`src/rtl/sim_run_ctrl_pkg.sv`:
```
// Shared types and defaults for the simulation run controller.
// Latency: n/a (types only). Backpressure: n/a.
package sim_run_ctrl_pkg;

    localparam int XLEN = 32;

    localparam int              DEF_N_CH           = 1;
    localparam int              DEF_RESET_CYCLES   = 4;
    localparam int              DEF_TIMEOUT_CYCLES = 1_000_000;
    localparam int              DEF_STALL_CYCLES   = 8;
    localparam logic [XLEN-1:0] DEF_PASS_SIG       = 32'h0000_0001;

    typedef enum logic [1:0] {
        HOLD,
        RUN,
        DONE,
        TIMEOUT
    } run_state_e;

    function automatic logic pc_misaligned(input logic [XLEN-1:0] pc);
        return pc[1:0] != 2'b00;
    endfunction

endpackage

```
`src/rtl/sim_run_halt_det.sv`:
```
// Per-core halt detector: flags a core whose PC repeats STALL_CYCLES times in a row.
// Latency: halted registers on the edge of the last identical sample; halt_nxt is that edge's value.
// Backpressure: none; samples every cycle while run_en. Misalign tracking under SIM_RUN_CTRL_PCALIGN_EN.
module sim_run_halt_det
    import sim_run_ctrl_pkg::*;
#(
    parameter int STALL_CYCLES = DEF_STALL_CYCLES
) (
    input  logic            i_clk,
    input  logic            i_reset,
    input  logic            run_en,
    input  logic            first_smp,
    input  logic [XLEN-1:0] pc,
    output logic            halted,
    output logic            halt_nxt
`ifdef SIM_RUN_CTRL_PCALIGN_EN
    ,
    output logic            misalign_nxt
`endif
);

    localparam int SC_W = $clog2(STALL_CYCLES);
    localparam logic [SC_W-1:0] SC_MAX = SC_W'(STALL_CYCLES - 1);

    logic [XLEN-1:0] last_pc;
    logic [SC_W-1:0] stall_cnt;
    logic [SC_W-1:0] cnt_inc;
    logic            pc_same;

    // The first run sample has nothing to compare against.
    assign pc_same  = (pc == last_pc) && !first_smp;
    assign cnt_inc  = (stall_cnt == SC_MAX) ? SC_MAX : stall_cnt + SC_W'(1);
    assign halt_nxt = halted | (run_en && pc_same && (cnt_inc == SC_MAX));

    always_ff @(posedge i_clk or negedge i_reset) begin
        if (!i_reset) begin
            last_pc   <= '0;
            stall_cnt <= '0;
            halted    <= 1'b0;
        end else if (run_en) begin
            last_pc   <= pc;
            stall_cnt <= pc_same ? cnt_inc : '0;
            halted    <= halt_nxt;
        end
    end

`ifdef SIM_RUN_CTRL_PCALIGN_EN
    logic misalign;

    assign misalign_nxt = misalign | (run_en && pc_misaligned(pc));

    always_ff @(posedge i_clk or negedge i_reset) begin
        if (!i_reset) begin
            misalign <= 1'b0;
        end else begin
            misalign <= misalign_nxt;
        end
    end
`endif

endmodule

```
`src/rtl/sim_run_ctrl.sv`:
```
// Run controller: sequences core reset, watches N_CH cores for PC self-loop, reports done/pass/timeout.
// Latency: core reset releases RESET_CYCLES edges after i_reset; verdict registers with the last halt flag.
// Backpressure: none; terminal states freeze all outputs until i_reset. Option: SIM_RUN_CTRL_PCALIGN_EN.
module sim_run_ctrl
    import sim_run_ctrl_pkg::*;
#(
    parameter int              N_CH           = DEF_N_CH,
    parameter int              RESET_CYCLES   = DEF_RESET_CYCLES,
    parameter int              TIMEOUT_CYCLES = DEF_TIMEOUT_CYCLES,
    parameter int              STALL_CYCLES   = DEF_STALL_CYCLES,
    parameter logic [XLEN-1:0] PASS_SIG       = DEF_PASS_SIG,
    localparam int             CNT_W          = $clog2(TIMEOUT_CYCLES + 1)
) (
    input  logic                 i_clk,
    input  logic                 i_reset,
    input  logic [XLEN*N_CH-1:0] i_pc_debug,
    input  logic [XLEN*N_CH-1:0] i_io_ledr,
    output logic                 o_core_reset,
    output logic [N_CH-1:0]      o_halted,
    output logic [CNT_W-1:0]     o_cycle_cnt,
    output logic                 o_done,
    output logic                 o_pass,
    output logic                 o_timeout
);

    localparam int HOLD_W = $clog2(RESET_CYCLES + 1);
    localparam logic [HOLD_W-1:0] HOLD_LAST = HOLD_W'(RESET_CYCLES - 1);
    localparam logic [CNT_W-1:0]  CNT_LAST  = CNT_W'(TIMEOUT_CYCLES - 1);

    run_state_e        state;
    logic [HOLD_W-1:0] hold_cnt;
    logic [N_CH-1:0]   halt_nxt;
    logic              run_en;
    logic              first_smp;
    logic              ledr_ok;
    logic              verdict_pass;

    assign run_en    = (state == RUN);
    assign first_smp = (o_cycle_cnt == '0);

`ifdef SIM_RUN_CTRL_PCALIGN_EN
    logic [N_CH-1:0] misalign_nxt;
`endif

    for (genvar i = 0; i < N_CH; i++) begin : g_ch
        sim_run_halt_det #(
            .STALL_CYCLES(STALL_CYCLES)
        ) u_det (
            .i_clk       (i_clk),
            .i_reset     (i_reset),
            .run_en      (run_en),
            .first_smp   (first_smp),
            .pc          (i_pc_debug[i*XLEN +: XLEN]),
            .halted      (o_halted[i]),
            .halt_nxt    (halt_nxt[i])
`ifdef SIM_RUN_CTRL_PCALIGN_EN
            ,
            .misalign_nxt(misalign_nxt[i])
`endif
        );
    end

    always_comb begin
        ledr_ok = 1'b1;
        for (int i = 0; i < N_CH; i++) begin
            if (i_io_ledr[i*XLEN +: XLEN] != PASS_SIG) begin
                ledr_ok = 1'b0;
            end
        end
    end

`ifdef SIM_RUN_CTRL_PCALIGN_EN
    assign verdict_pass = ledr_ok && !(|misalign_nxt);
`else
    assign verdict_pass = ledr_ok;
`endif

    // All-halted is judged on the next-state halt flags so the verdict lands
    // on the same edge as the final halt, and beats a coincident timeout.
    always_ff @(posedge i_clk or negedge i_reset) begin
        if (!i_reset) begin
            state        <= HOLD;
            hold_cnt     <= '0;
            o_cycle_cnt  <= '0;
            o_core_reset <= 1'b0;
            o_done       <= 1'b0;
            o_pass       <= 1'b0;
            o_timeout    <= 1'b0;
        end else begin
            case (state)
                HOLD: begin
                    if (hold_cnt == HOLD_LAST) begin
                        state        <= RUN;
                        o_core_reset <= 1'b1;
                    end else begin
                        hold_cnt <= hold_cnt + HOLD_W'(1);
                    end
                end
                RUN: begin
                    if (&halt_nxt) begin
                        state  <= DONE;
                        o_done <= 1'b1;
                        o_pass <= verdict_pass;
                    end else if (o_cycle_cnt == CNT_LAST) begin
                        state     <= TIMEOUT;
                        o_done    <= 1'b1;
                        o_timeout <= 1'b1;
                    end else begin
                        o_cycle_cnt <= o_cycle_cnt + CNT_W'(1);
                    end
                end
                default: begin
                end
            endcase
        end
    end

endmodule

```
`config.mk`:
```
export PLATFORM = sky130hd
export DESIGN_NAME = sim_run_ctrl
export DESIGN_NICKNAME = d
export VERILOG_FILES = /design/src/rtl/sim_run_ctrl_pkg.sv /design/src/rtl/sim_run_halt_det.sv /design/src/rtl/sim_run_ctrl.sv
export SDC_FILE = /design/constraint.sdc
export NUM_CORES = 1
export LEC_CHECK = 0
export BUFFER_PORTS_ARGS = -buffer_cell sky130_fd_sc_hd__clkbuf_2
export CAP_MARGIN = 20
export CORE_MARGIN = 8
export CORE_UTILIZATION = 29
export CTS_CLUSTER_SIZE = 30
export DETAILED_ROUTE_END_ITERATION = 8
export GPL_TIMING_DRIVEN = 0
export HOLD_SLACK_MARGIN = 0.08
export PLACE_DENSITY_LB_ADDON = 0.25
export REMOVE_ABC_BUFFERS = 1
export SYNTH_ARGS = -nofsm -noshare
export SYNTH_HDL_FRONTEND = slang
export SYNTH_SLANG_ARGS = --single-unit
```
`constraint.sdc`:
```
create_clock -name i_clk -period 4.4 [get_ports i_clk]
set_input_delay 0.22 -clock i_clk [delete_from_list [all_inputs] [get_ports i_clk]]
set_output_delay 0.22 -clock i_clk [all_outputs]
set_load 0.01 [all_outputs]
```
==> flow_summary.json, run 1 <==
{
  "status": "complete, no violations",
  "vias_in_the_first_global_route": 2962,
  "gp_congestion": 0.769,
  "regToRegSetupSlack_ns": 1.54,
  "power.static_leakage_nw": 1.84,
  "synth-edff-count": 0,
  "synth_top_cell_area_share_pct": 49.2,
  "numCtsBuffers": 9,
  "cpPeakStageDelay_ns": 0.63,
  "vias": 2792,
  "antenna_violations_before_repair": 0,
  "clock_insertion_delay_worst_skew_ns": 0.32,
  "synthDistinctLibCells": 37,
  "power.ir.vdd_worst_mv": 0.126,
  "post-synth-top-count-cell": "sky130_fd_sc_hd__nand2_1",
  "cp.required_ns": 4.61,
  "ys_seq_area_share_pct": 49.2,
  "place_hpwl_um": 6250,
  "drc": 0,
  "synth.top_cells.by_count": "sky130_fd_sc_hd__nand2_1, sky130_fd_sc_hd__dfrtp_1, sky130_fd_sc_hd__xor2_1",
  "port_buffers": 90,
  "slew_viol_final": 0,
  "ys.flop_type": "sky130_fd_sc_hd__dfrtp_1",
  "synth-async-reset-ratio_pct": 100,
  "cts_tree": "done",
  "boundaryPins": 91,
  "setup.worst_path.start_class": "flip-flop",
  "power_per_cell_area_nw_per_um2": 324,
  "firstDrtPassIters": 4,
  "crit_path_cell_trace": "nand2b_4 > a2111oi_2 > o2111ai_1 > nor4_4 > buf_6 > nor2_1 > mux2_4",
  "viasPerCell": 4.70,
  "period_share_pct": 65.0,
  "ant_nets": 0,
  "yosysWarnings": 0,
  "filler_cells": 1125,
  "critPathMaxFanout": 40,
  "crit_arrival_ns": 3.07,
  "die-width_um": 123,
  "n_antenna_cell": 0,
  "drive_gt1_share_pct": 25.9,
  "min_period_ns": 2.86,
  "min-delay-path-class": "in2reg",
  "detailedRoute.firstIterationViolations": 133,
  "die-height_um": 123,
  "globalRouteTotalUtil_pct": 11.9,
  "grt_overflow_total": 0,
  "initial_utilization_pct": 29.3,
  "cts_root_buf": "sky130_fd_sc_hd__clkbuf_16",
  "design.final.nets": 517,
  "tightest_slew_margin_relative_to_the_limit_pct": 42.0,
  "ys_top_cells_by_area": "sky130_fd_sc_hd__dfrtp_1, sky130_fd_sc_hd__xor2_1, sky130_fd_sc_hd__nand2_1",
  "setup_total_negative_slack_ns": 0,
  "grt_pass1_wl_um": 14300,
  "cp.buffers_inverters": 1,
  "setup_repair_after_global_routing_missed_its_margin": "false",
  "postSynthCellCount": 353,
  "tritoncts_num_sinks": 65,
  "detail_route.wirelength_um": 8360,
  "dieArea_um2": 15100,
  "syn2layout_area_growth_pct": 28.3,
  "hold_violations": 0,
  "max_cap_violations": 0,
  "worst_slew_pin_slew_ns": 0.869,
  "synthDominantAreaCellType": "sky130_fd_sc_hd__dfrtp_1",
  "postSynthAreaPerCell_um2": 9.37,
  "crit_path_top_delay_cell": "sky130_fd_sc_hd__nor4_4",
  "post-cts-setup-buffers": 0,
  "setup-violations-final": 0,
  "clk_transition_reported_paths_ns": 0.06,
  "hold_slack_ns": 0.109,
  "floorplan.rows": 39,
  "maximum_number_of_pins_on_one_net_before_global_route_repair": 41,
  "synth.ff_latch_count": 65,
  "netlist_area_um2": 3310,
  "cp-end-kind": "flip-flop",
  "critPathKind": "reg2reg",
  "clock_skew_ns": 0.00714,
  "placeableCoreArea_um2": 11300,
  "clock_path_buffers": 2,
  "critical-path-top-delay-family": "simple AND/OR/NAND/NOR gates",
  "htreeDepth": 3,
  "achievable-frequency_mhz": 349,
  "wl_per_cell_um": 14.1
}
worst paths after layout:
path                                startpoint                   endpoint  cells past startpoint
min in group asynchronous              i_reset            o_cycle_cnt[11]                      2
max in group asynchronous              i_reset            o_cycle_cnt[19]                      3
worst min register to register    o_core_reset               o_core_reset                      1
worst min-delay path            i_pc_debug[10]  g_ch[0].u_det.last_pc[10]                      3
worst max-delay path                  state[1]             o_cycle_cnt[1]                      7
worst max register to register        state[1]             o_cycle_cnt[1]                      7
placed cells by master, fill, tap and decap left out, types with 2 or more instances in the layout:
| cell type | instances |
|---|---|
| sky130_fd_sc_hd__clkinv_2 | 2 |
| sky130_fd_sc_hd__nor3_1 | 9 |
| sky130_fd_sc_hd__nor2_1 | 11 |
| sky130_fd_sc_hd__clkbuf_16 | 9 |
| sky130_fd_sc_hd__nor4_1 | 27 |
| sky130_fd_sc_hd__nor4b_1 | 4 |
| sky130_fd_sc_hd__xnor2_1 | 3 |
| sky130_fd_sc_hd__or3_1 | 2 |
| sky130_fd_sc_hd__a31oi_1 | 2 |
| sky130_fd_sc_hd__clkbuf_2 | 89 |
| sky130_fd_sc_hd__or4_1 | 2 |
| sky130_fd_sc_hd__nor2b_1 | 4 |
| sky130_fd_sc_hd__clkinvlp_4 | 2 |
| sky130_fd_sc_hd__nand4_1 | 9 |
| sky130_fd_sc_hd__nand2_1 | 104 |
| sky130_fd_sc_hd__o21ai_0 | 5 |
| sky130_fd_sc_hd__xor2_1 | 48 |
| sky130_fd_sc_hd__mux2_4 | 2 |
| sky130_fd_sc_hd__ha_1 | 5 |
| sky130_fd_sc_hd__a21o_1 | 2 |
| sky130_fd_sc_hd__and3_1 | 3 |
| sky130_fd_sc_hd__a21oi_1 | 3 |
| sky130_fd_sc_hd__dfrtp_1 | 65 |
| sky130_fd_sc_hd__inv_1 | 9 |
| sky130_fd_sc_hd__nand3_1 | 8 |
area by class of cell:
| type | instances | area, µm² | share of cell area [%] |
|---|---|---|---|
| Sequential cell | 65 | 1630 | 38.3 |
| Timing Repair Buffer | 93 | 494 | 11.6 |
| Clock buffer | 11 | 243 | 5.72 |
| Clock inverter | 5 | 55.1 | 1.30 |
| Inverter | 9 | 33.8 | 0.796 |
| Multi-Input combinational cell | 268 | 1610 | 38.0 |
| Tap cell | 143 | 179 | 4.22 |
sequential cells by signal, indices dropped and copies added, names as in the netlist:
name and cells:
o_timeout 1, o_core_reset 1, g_ch.u_det.last_pc 32, g_ch.u_det.halted 1, state 2, hold_cnt 3, g_ch.u_det.stall_cnt 3, o_done 1
o_cycle_cnt 20, o_pass 1
worst min-delay path, stage by stage:
cell and delay [ns]:
sky130_fd_sc_hd__clkbuf_2 0.09, sky130_fd_sc_hd__nand2_1 0.04, sky130_fd_sc_hd__nand2_1 0.04
report_power, final:
group          internal, W  leakage (nW)        switching (W)
Sequential        0.000598         0.637  0.00000000000000695
Clock             0.000452         0.142             0.000259
Combinational    0.0000316          1.06            0.0000365
logic make-up (layout without fill, tap and decap cells):
group | Yosys count | in the layout | share of synthesized area [%]
AOI/OAI and AO/OA | 17 | 17 | 3.52
xor gates and xnor gates | 51 | 51 | 13.5
adders and majority gates | 5 | 5 | 1.89
buffers and inverters | 20 | 118 | 2.57
DFF | 65 | 65 | 49.2
muxes | 3 | 3 | 1.25
and+or+nand+nor | 192 | 192 | 28.1
per-stage QoR:
step	instance area, µm²	total power [W]	utilization (%)	cells	worst slack [ns]
after detailed placement	3940	0.000678	34.9	577	1.52
after CTS	4240	0.00140	37.7	594	1.51
final	4240	0.00138	37.7	594	1.54
after global placement	3890	0.000675	34.5	575	0.573
after global routing	4240	0.00144	37.7	594	1.33
after floorplan	3260	0.000625	-	342	1.54
metal layers:
layer	GRT usage (%)	up-vias	share of wire [%]
met3	3.31	11	6.1
met5	0	-	0
met4	4.11	0	1.4
met1	15.7	1297	48
met2	18.3	92	45
li1	-	1392	-
timing repair:
| action | in CTS | in global routing |
|---|---|---|
| endpoints found under the hold margin | 28 | 0 |
| resized for setup | 0 | 0 |
| hold buffers | 1 | 0 |
Note: power is estimated with default switching activity, not from simulation.
==> inputs of run 2 (changes only) <==
clock period = 2.51 ns   (was 4.4 ns; I/O delays follow)
==> flow_summary.json, run 2 (synthesized netlist as in run 1, its figures left out) <==
{
  "vias_in_the_first_global_route": 3083,
  "min_path_cells": 3,
  "syn2layout_area_growth_pct": 42.4,
  "grt_use_met2_pct": 19.2,
  "clock_skew_ns": 0.00801,
  "placeableCoreArea_um2": 11300,
  "grt.busiest_layer": "met2",
  "crit_arrival_ns": 2.60,
  "tritoncts_num_sinks": 65,
  "gp_congestion": 0.769,
  "min-delay-path-class": "in2reg",
  "cts_root_buf": "sky130_fd_sc_hd__clkbuf_16",
  "worst-r2r-cell-count": 9,
  "drive_gt1_share_pct": 27.9,
  "power.static_leakage_nw": 2.05,
  "cts_tree": "done",
  "place_hpwl_um": 6250,
  "power_per_cell_area_nw_per_um2": 522,
  "firstDrtPassIters": 4,
  "grt_pass1_wl_um": 14900,
  "dp_worst_setup_slack_ns": -0.374,
  "finalWorstSetupSlack_ns": 0.113,
  "setup_total_negative_slack_ns": 0,
  "hold_violations": 0,
  "layout_commonest_cell": "sky130_fd_sc_hd__nand2_1",
  "detail_route.wirelength_um": 9140,
  "holdPathEnd": "g_ch[0].u_det.last_pc[23]",
  "globalRouteMet3Util_pct": 3.13,
  "antenna_violations_before_repair": 0,
  "critPathKind": "reg2reg",
  "hp-start": "i_pc_debug[23]",
  "min_period_ns": 2.40,
  "floorplan.rows": 39,
  "regs_by_ff_count": "g_ch.u_det.last_pc: 32 flops, o_cycle_cnt: 20 flops",
  "regToRegStartpoint": "o_cycle_cnt[1]",
  "clk_transition_reported_paths_ns": 0.06,
  "clock_insertion_delay_worst_skew_ns": 0.33,
  "tightest_slew_margin_relative_to_the_limit_pct": 46.1,
  "port_buffers": 90,
  "max_cap_violations": 0,
  "initial_utilization_pct": 29.3,
  "flip_flop_count_of_the_largest_register_all_copies_and_words_added": 32,
  "regToRegSetupSlack_ns": 0.11,
  "critPathMaxFanout": 6,
  "slew_viol_final": 0,
  "cp-end-kind": "flip-flop",
  "maximum_number_of_pins_on_one_net_before_global_route_repair": 38,
  "boundaryPins": 91,
  "filler_cells": 1098,
  "numCtsBuffers": 9,
  "vias": 2976,
  "r2r-end": "o_cycle_cnt[16]",
  "detailedRoute.firstIterationViolations": 173,
  "power.ir.vdd_worst_mv": 0.225,
  "wl_per_cell_um": 14.3,
  "viasPerCell": 4.67,
  "registers.top_by_ff_count": "g_ch.u_det.last_pc",
  "ant_nets": 0,
  "worst_slew_pin_slew_ns": 0.805,
  "dieArea_um2": 15100,
  "drc": 0,
  "globalRouteMet1Util_pct": 16.6,
  "status": "complete, no violations",
  "setup.worst_path.start_class": "flip-flop",
  "die-width_um": 123,
  "clock_path_buffers": 2,
  "n_antenna_cell": 0,
  "htreeDepth": 3,
  "die-height_um": 123,
  "design.final.nets": 560,
  "cp.required_ns": 2.71,
  "achievable-frequency_mhz": 417,
  "mostFrequentLayoutCells": "sky130_fd_sc_hd__nand2_1, sky130_fd_sc_hd__clkbuf_2, sky130_fd_sc_hd__dfrtp_1",
  "period_share_pct": 95.5,
  "grt_overflow_total": 0,
  "globalRouteTotalUtil_pct": 12.4,
  "setup-violations-final": 0
}
## run 2: where the power goes
| part | switching (W) | internal [W] |
|---|---|---|
| clock network | 0.000459 | 0.000792 |
| logic | 0.0000727 | 0.0000858 |
| registers | 0.0000000000000116 | 0.00105 |
| total | 0.000532 | 0.00193 |
## run 2: cell type report
type / instances / area, µm² / share of cell area, %
Multi-Input combinational cell: 271 / 1700 / 36.1
Clock inverter: 5 / 55.1 / 1.17
Inverter: 9 / 33.8 / 0.717
Clock buffer: 11 / 243 / 5.15
Tap cell: 143 / 179 / 3.80
Timing Repair Buffer: 133 / 870 / 18.5
Sequential cell: 65 / 1630 / 34.6
## run 2: through the flow
step / area (µm²) / hold slack, ns / std cells / util, % / power, W
6_report: 4710 / 0.125 / 637 / 41.8 / 0.00246
5_1_grt: 4710 / 0.158 / 637 / 41.8 / 0.00256
4_1_cts: 4600 / 0.108 / 628 / 40.8 / 0.00250
3_5_place_dp: 3940 / 0.123 / 577 / 34.9 / 0.00119
3_3_place_gp: 3890 / 0.345 / 575 / 34.5 / 0.00118
2_1_floorplan: 3260 / -0.170 / 342 / - / 0.00109
## run 2: worst max-delay path by stage
stage	start	end	slack [ns]	depth (start not counted)
3_5_place_dp	state[1]	o_cycle_cnt[1]	-0.37	7
5_1_grt	o_cycle_cnt[1]	o_cycle_cnt[16]	-0.009	9
3_3_place_gp	state[0]	o_cycle_cnt[16]	-1.32	4
6_report	o_cycle_cnt[1]	o_cycle_cnt[16]	0.11	9
4_1_cts	o_cycle_cnt[1]	o_cycle_cnt[16]	0.008	9
2_1_floorplan	state[1]	o_cycle_cnt[1]	-0.35	6
## run 2: per-layer routing
| layer | vias to the layer above | wire, µm |
|---|---|---|
| li1 | 1477 | - |
| met1 | 1408 | 4480 |
| met2 | 82 | 4120 |
| met3 | 9 | 436 |
| met4 | 0 | 98 |
| met5 | - | 0 |
## run 2: worst max-delay path, stage by stage (launching register included)
cell and delay [ns]:
sky130_fd_sc_hd__dfrtp_2 0.44, sky130_fd_sc_hd__inv_1 0.07, sky130_fd_sc_hd__ha_1 0.16, sky130_fd_sc_hd__nor4b_4 0.18
sky130_fd_sc_hd__nand4_1 0.19, sky130_fd_sc_hd__nor4_4 0.29, sky130_fd_sc_hd__nor4_4 0.12, sky130_fd_sc_hd__buf_4 0.17
sky130_fd_sc_hd__or4_1 0.52, sky130_fd_sc_hd__xnor2_1 0.14
## run 2: timing repair
action / 4_1_cts / 5_1_grt
setup buffers: 3 / 7
gates cloned: 1 / 2
endpoints found under the hold margin: 58 / 0
hold buffers: 31 / 0
setup endpoints to repair: 25 / 3
resized for setup: 5 / 6
pin swaps: 2 / 2
==> inputs of run 3 (changes only) <==
REMOVE_ABC_BUFFERS = unset   (was 1)
SYNTH_HIERARCHICAL = 1   (was unset)
==> flow_summary.json, run 3 <==
{
  "placeableCoreArea_um2": 10800,
  "detailedRoute.firstIterationViolations": 70,
  "netlist_area_um2": 3210,
  "crit_arrival_ns": 3.00,
  "share_seq_of_total_power_pct": 49.8,
  "synth_compound_gate_area_share_pct": 5.61,
  "vias_in_the_first_global_route": 2907,
  "layout.core_utilization_pct": 43.8,
  "postSynthAreaPerCell_um2": 11.4,
  "finalWorstSetupSlack_ns": -0.272,
  "hold_violations": 0,
  "synthDominantAreaCellType": "sky130_fd_sc_hd__dfrtp_1",
  "cp-end-kind": "flip-flop",
  "critPathMaxFanout": 6,
  "slew_viol_final": 0,
  "synth-async-reset-ratio_pct": 100,
  "period_share_pct": 111,
  "viasPerCell": 4.65,
  "ys_seq_area_share_pct": 50.6,
  "registers.top_by_ff_count": "g_ch.u_det/last_pc",
  "tritoncts_num_sinks": 65,
  "syn2layout_area_growth_pct": 47.7,
  "clock_insertion_delay_worst_skew_ns": 0.34,
  "ant_nets": 0,
  "flip_flop_count_of_the_largest_register_all_copies_and_words_added": 32,
  "p_sw_w": 0.000479,
  "achievable-frequency_mhz": 359,
  "tightest_slew_margin_relative_to_the_limit_pct": 54.5,
  "yosysWarnings": 6,
  "wl_per_cell_um": 14.6,
  "postSynthCellCount": 282,
  "crit_path_top_delay_cell": "sky130_fd_sc_hd__or4b_4",
  "drc": 0,
  "boundaryPins": 91,
  "power_frac_comb_pct": 7.6,
  "globalRouteMet1Util_pct": 14.3,
  "antenna_violations_before_repair": 0,
  "floorplan.rows": 38,
  "grt.busiest_layer": "met2",
  "grt_use_met2_pct": 18.6,
  "setup-violations-final": 19,
  "sw_frac_of_total_pct": 22.8,
  "dieArea_um2": 14700,
  "power.ir.vdd_worst_mv": 0.293,
  "regToRegStartpoint": "o_cycle_cnt[7]",
  "synthSimpleGateAreaFrac_pct": 16.0,
  "post-synth-top-count-cell": "sky130_fd_sc_hd__dfrtp_1",
  "path_common_cell": "sky130_fd_sc_hd__nand4_1",
  "min_period_ns": 2.78,
  "ys.flop_type": "sky130_fd_sc_hd__dfrtp_1",
  "hp-start": "i_io_ledr[22]",
  "die-height_um": 121,
  "hold_slack_ns": 0.0967,
  "htreeDepth": 3,
  "holdPathEnd": "o_pass",
  "globalRouteTotalUtil_pct": 11.6,
  "drive_gt1_share_pct": 44.4,
  "max_cap_violations": 0,
  "n_antenna_cell": 0,
  "synth.top_cells.by_count": "sky130_fd_sc_hd__dfrtp_1, sky130_fd_sc_hd__mux2_2, sky130_fd_sc_hd__xor2_1",
  "setup_repair_after_global_routing_missed_its_margin": "true",
  "power.static_leakage_nw": 2.32,
  "cts_tree": "done",
  "regToRegSetupSlack_ns": -0.27,
  "cts_root_buf": "sky130_fd_sc_hd__clkbuf_8",
  "min_path_cells": 4,
  "violations": "setup timing",
  "firstDrtPassIters": 4,
  "gp_congestion": 0.795,
  "clock_skew_ns": 0.00871,
  "power_per_cell_area_nw_per_um2": 443,
  "worst_slew_pin_slew_ns": 0.677,
  "grt_pass1_wl_um": 13800,
  "r2r-end": "o_cycle_cnt[5]",
  "synth-edff-count": 0,
  "internal_power_w": 0.00162,
  "layout_commonest_cell": "sky130_fd_sc_hd__clkbuf_2",
  "grt_overflow_total": 0,
  "synth_top_cell_area_share_pct": 50.6,
  "place_hpwl_um": 5840,
  "vias": 2685,
  "die-width_um": 121,
  "port_buffers": 90,
  "status": "complete, but fails checks",
  "syn-num-nets": 353,
  "worst-r2r-cell-count": 12,
  "synth.mux.area_fraction_pct": 10.9,
  "detail_route.wirelength_um": 8440,
  "cp.required_ns": 2.73,
  "numCtsBuffers": 9,
  "ys_top_cells_by_area": "sky130_fd_sc_hd__dfrtp_1, sky130_fd_sc_hd__mux2_2, sky130_fd_sc_hd__xor2_1",
  "synthDistinctLibCells": 39,
  "design.final.nets": 503,
  "mostFrequentLayoutCells": "sky130_fd_sc_hd__clkbuf_2, sky130_fd_sc_hd__dfrtp_1, sky130_fd_sc_hd__dlygate4sd3_1",
  "maximum_number_of_pins_on_one_net_before_global_route_repair": 62,
  "cpPeakStageDelay_ns": 0.47,
  "critPathKind": "reg2reg",
  "synth_fa_ha_area_share_pct": 2.26,
  "clk_transition_reported_paths_ns": 0.07,
  "synth.ff_latch_count": 65,
  "synth_xor_xnor_area_share_pct": 12.3,
  "initial_utilization_pct": 29.6,
  "crit_path_cell_trace": "nor4_4 > nand4_1 > nor4b_4 > a21oi_2 > nand4_1 > or4_4 > o21bai_4 > nor3b_4 > buf_6 > inv_4 > or4b_4 > xnor2_1",
  "clkPwrFrac_pct": 42.6,
  "combinational_family_with_the_most_area_after_synthesis": "simple AND/OR/NAND/NOR gates",
  "regs_by_ff_count": "g_ch.u_det/last_pc: 32 flops, o_cycle_cnt: 20 flops",
  "globalRouteMet3Util_pct": 3.96,
  "setup.worst_path.start_class": "flip-flop",
  "critical_path.startpoint": "o_cycle_cnt[7]",
  "min-delay-path-class": "in2reg",
  "clock_path_buffers": 2
}
-- run 3: cell types whose count changed after synthesis, moves of 3 or more --
cell | previous run | this run
sky130_fd_sc_hd__nor3_1 | 9 | 2
sky130_fd_sc_hd__clkbuf_1 | 8 | 4
sky130_fd_sc_hd__nand2_1 | 104 | 21
sky130_fd_sc_hd__xnor2_1 | 3 | 21
sky130_fd_sc_hd__nand4_1 | 9 | 14
sky130_fd_sc_hd__mux2_2 | 1 | 31
sky130_fd_sc_hd__nor2b_1 | 5 | 2
sky130_fd_sc_hd__xor2_1 | 48 | 24
sky130_fd_sc_hd__nand2b_1 | 0 | 8
sky130_fd_sc_hd__inv_1 | 9 | 12
sky130_fd_sc_hd__nor4_1 | 27 | 16
-- run 3: logic make-up after synthesis --
kind of cell	Yosys count
AOI/OAI and AO/OA	25
DFF	65
muxes	31
adders and majority gates	6
buffers and inverters	18
xor gates and xnor gates	45
and+or+nand+nor	92
-- run 3: worst max-delay path by stage --
stage / end / slack (ns)
floorplan: o_cycle_cnt[5] / -0.06
global placement: o_cycle_cnt[10] / -0.59
detailed placement: o_cycle_cnt[5] / -0.61
CTS: o_cycle_cnt[5] / -0.34
global route: o_cycle_cnt[5] / -0.39
finish: o_cycle_cnt[5] / -0.27
-- run 3: cell type report --
| class | count | area, µm² |
|---|---|---|
| timing repair buffer | 139 | 942 |
| inverter | 12 | 47.5 |
| tap | 140 | 175 |
| clock buffer | 11 | 141 |
| fill | 1025 | 6100 |
| multi-input combinational | 199 | 1710 |
| sequential | 65 | 1640 |
| clock inverter | 5 | 55.1 |
| buffer | 6 | 30.0 |
-- run 3: timing repair --
item / 4_1_cts / 5_1_grt
endpoints found under the hold margin: 98 / 0
setup buffers: 10 / 2
setup endpoints to repair: 21 / 22
pin swaps: 23 / 18
gates resized for setup: 22 / 22
hold buffers: 36 / 0
-- run 3: power groups by stage --
stage               Sequential, W  Clock [W]  Combinational (W)
global route              0.00105   0.000969           0.000176
CTS                       0.00105   0.000925           0.000159
finish                    0.00105   0.000895           0.000159
floorplan                 0.00107          0          0.0000233
global placement          0.00107          0           0.000107
detailed placement        0.00107          0           0.000115
-- run 3: worst max-delay path: cells and delay by family (launching register included) --
| kind | cells | cell delay, ns |
|---|---|---|
| xor gates and xnor gates | 1 | 0.13 |
| and+or+nand+nor | 7 | 1.75 |
| AOI/OAI and AO/OA | 2 | 0.14 |
| DFF | 1 | 0.43 |
| buffers and inverters | 2 | 0.20 |
-- run 3: metal layers --
| metal | part of all wire (%) | wire (µm) |
|---|---|---|
| met1 | 46 | 3900 |
| met4 | 1.1 | 89 |
| met5 | 0 | 0 |
| met3 | 6.1 | 516 |
| met2 | 47 | 3940 |
-- run 3: metrics by stage --
step	cells	area, µm²	setup WS, ns	setup TNS (ns)	total power (W)
final	577	4740	-0.272	-2.86	0.00210
after global routing	577	4740	-0.387	-5.45	0.00219
after CTS	575	4640	-0.339	-3.41	0.00213
after detailed placement	513	3920	-0.611	-8.52	0.00118
after global placement	512	3880	-0.590	-7.68	0.00117
after floorplan	282	3260	-0.0626	-0.0626	0.00109
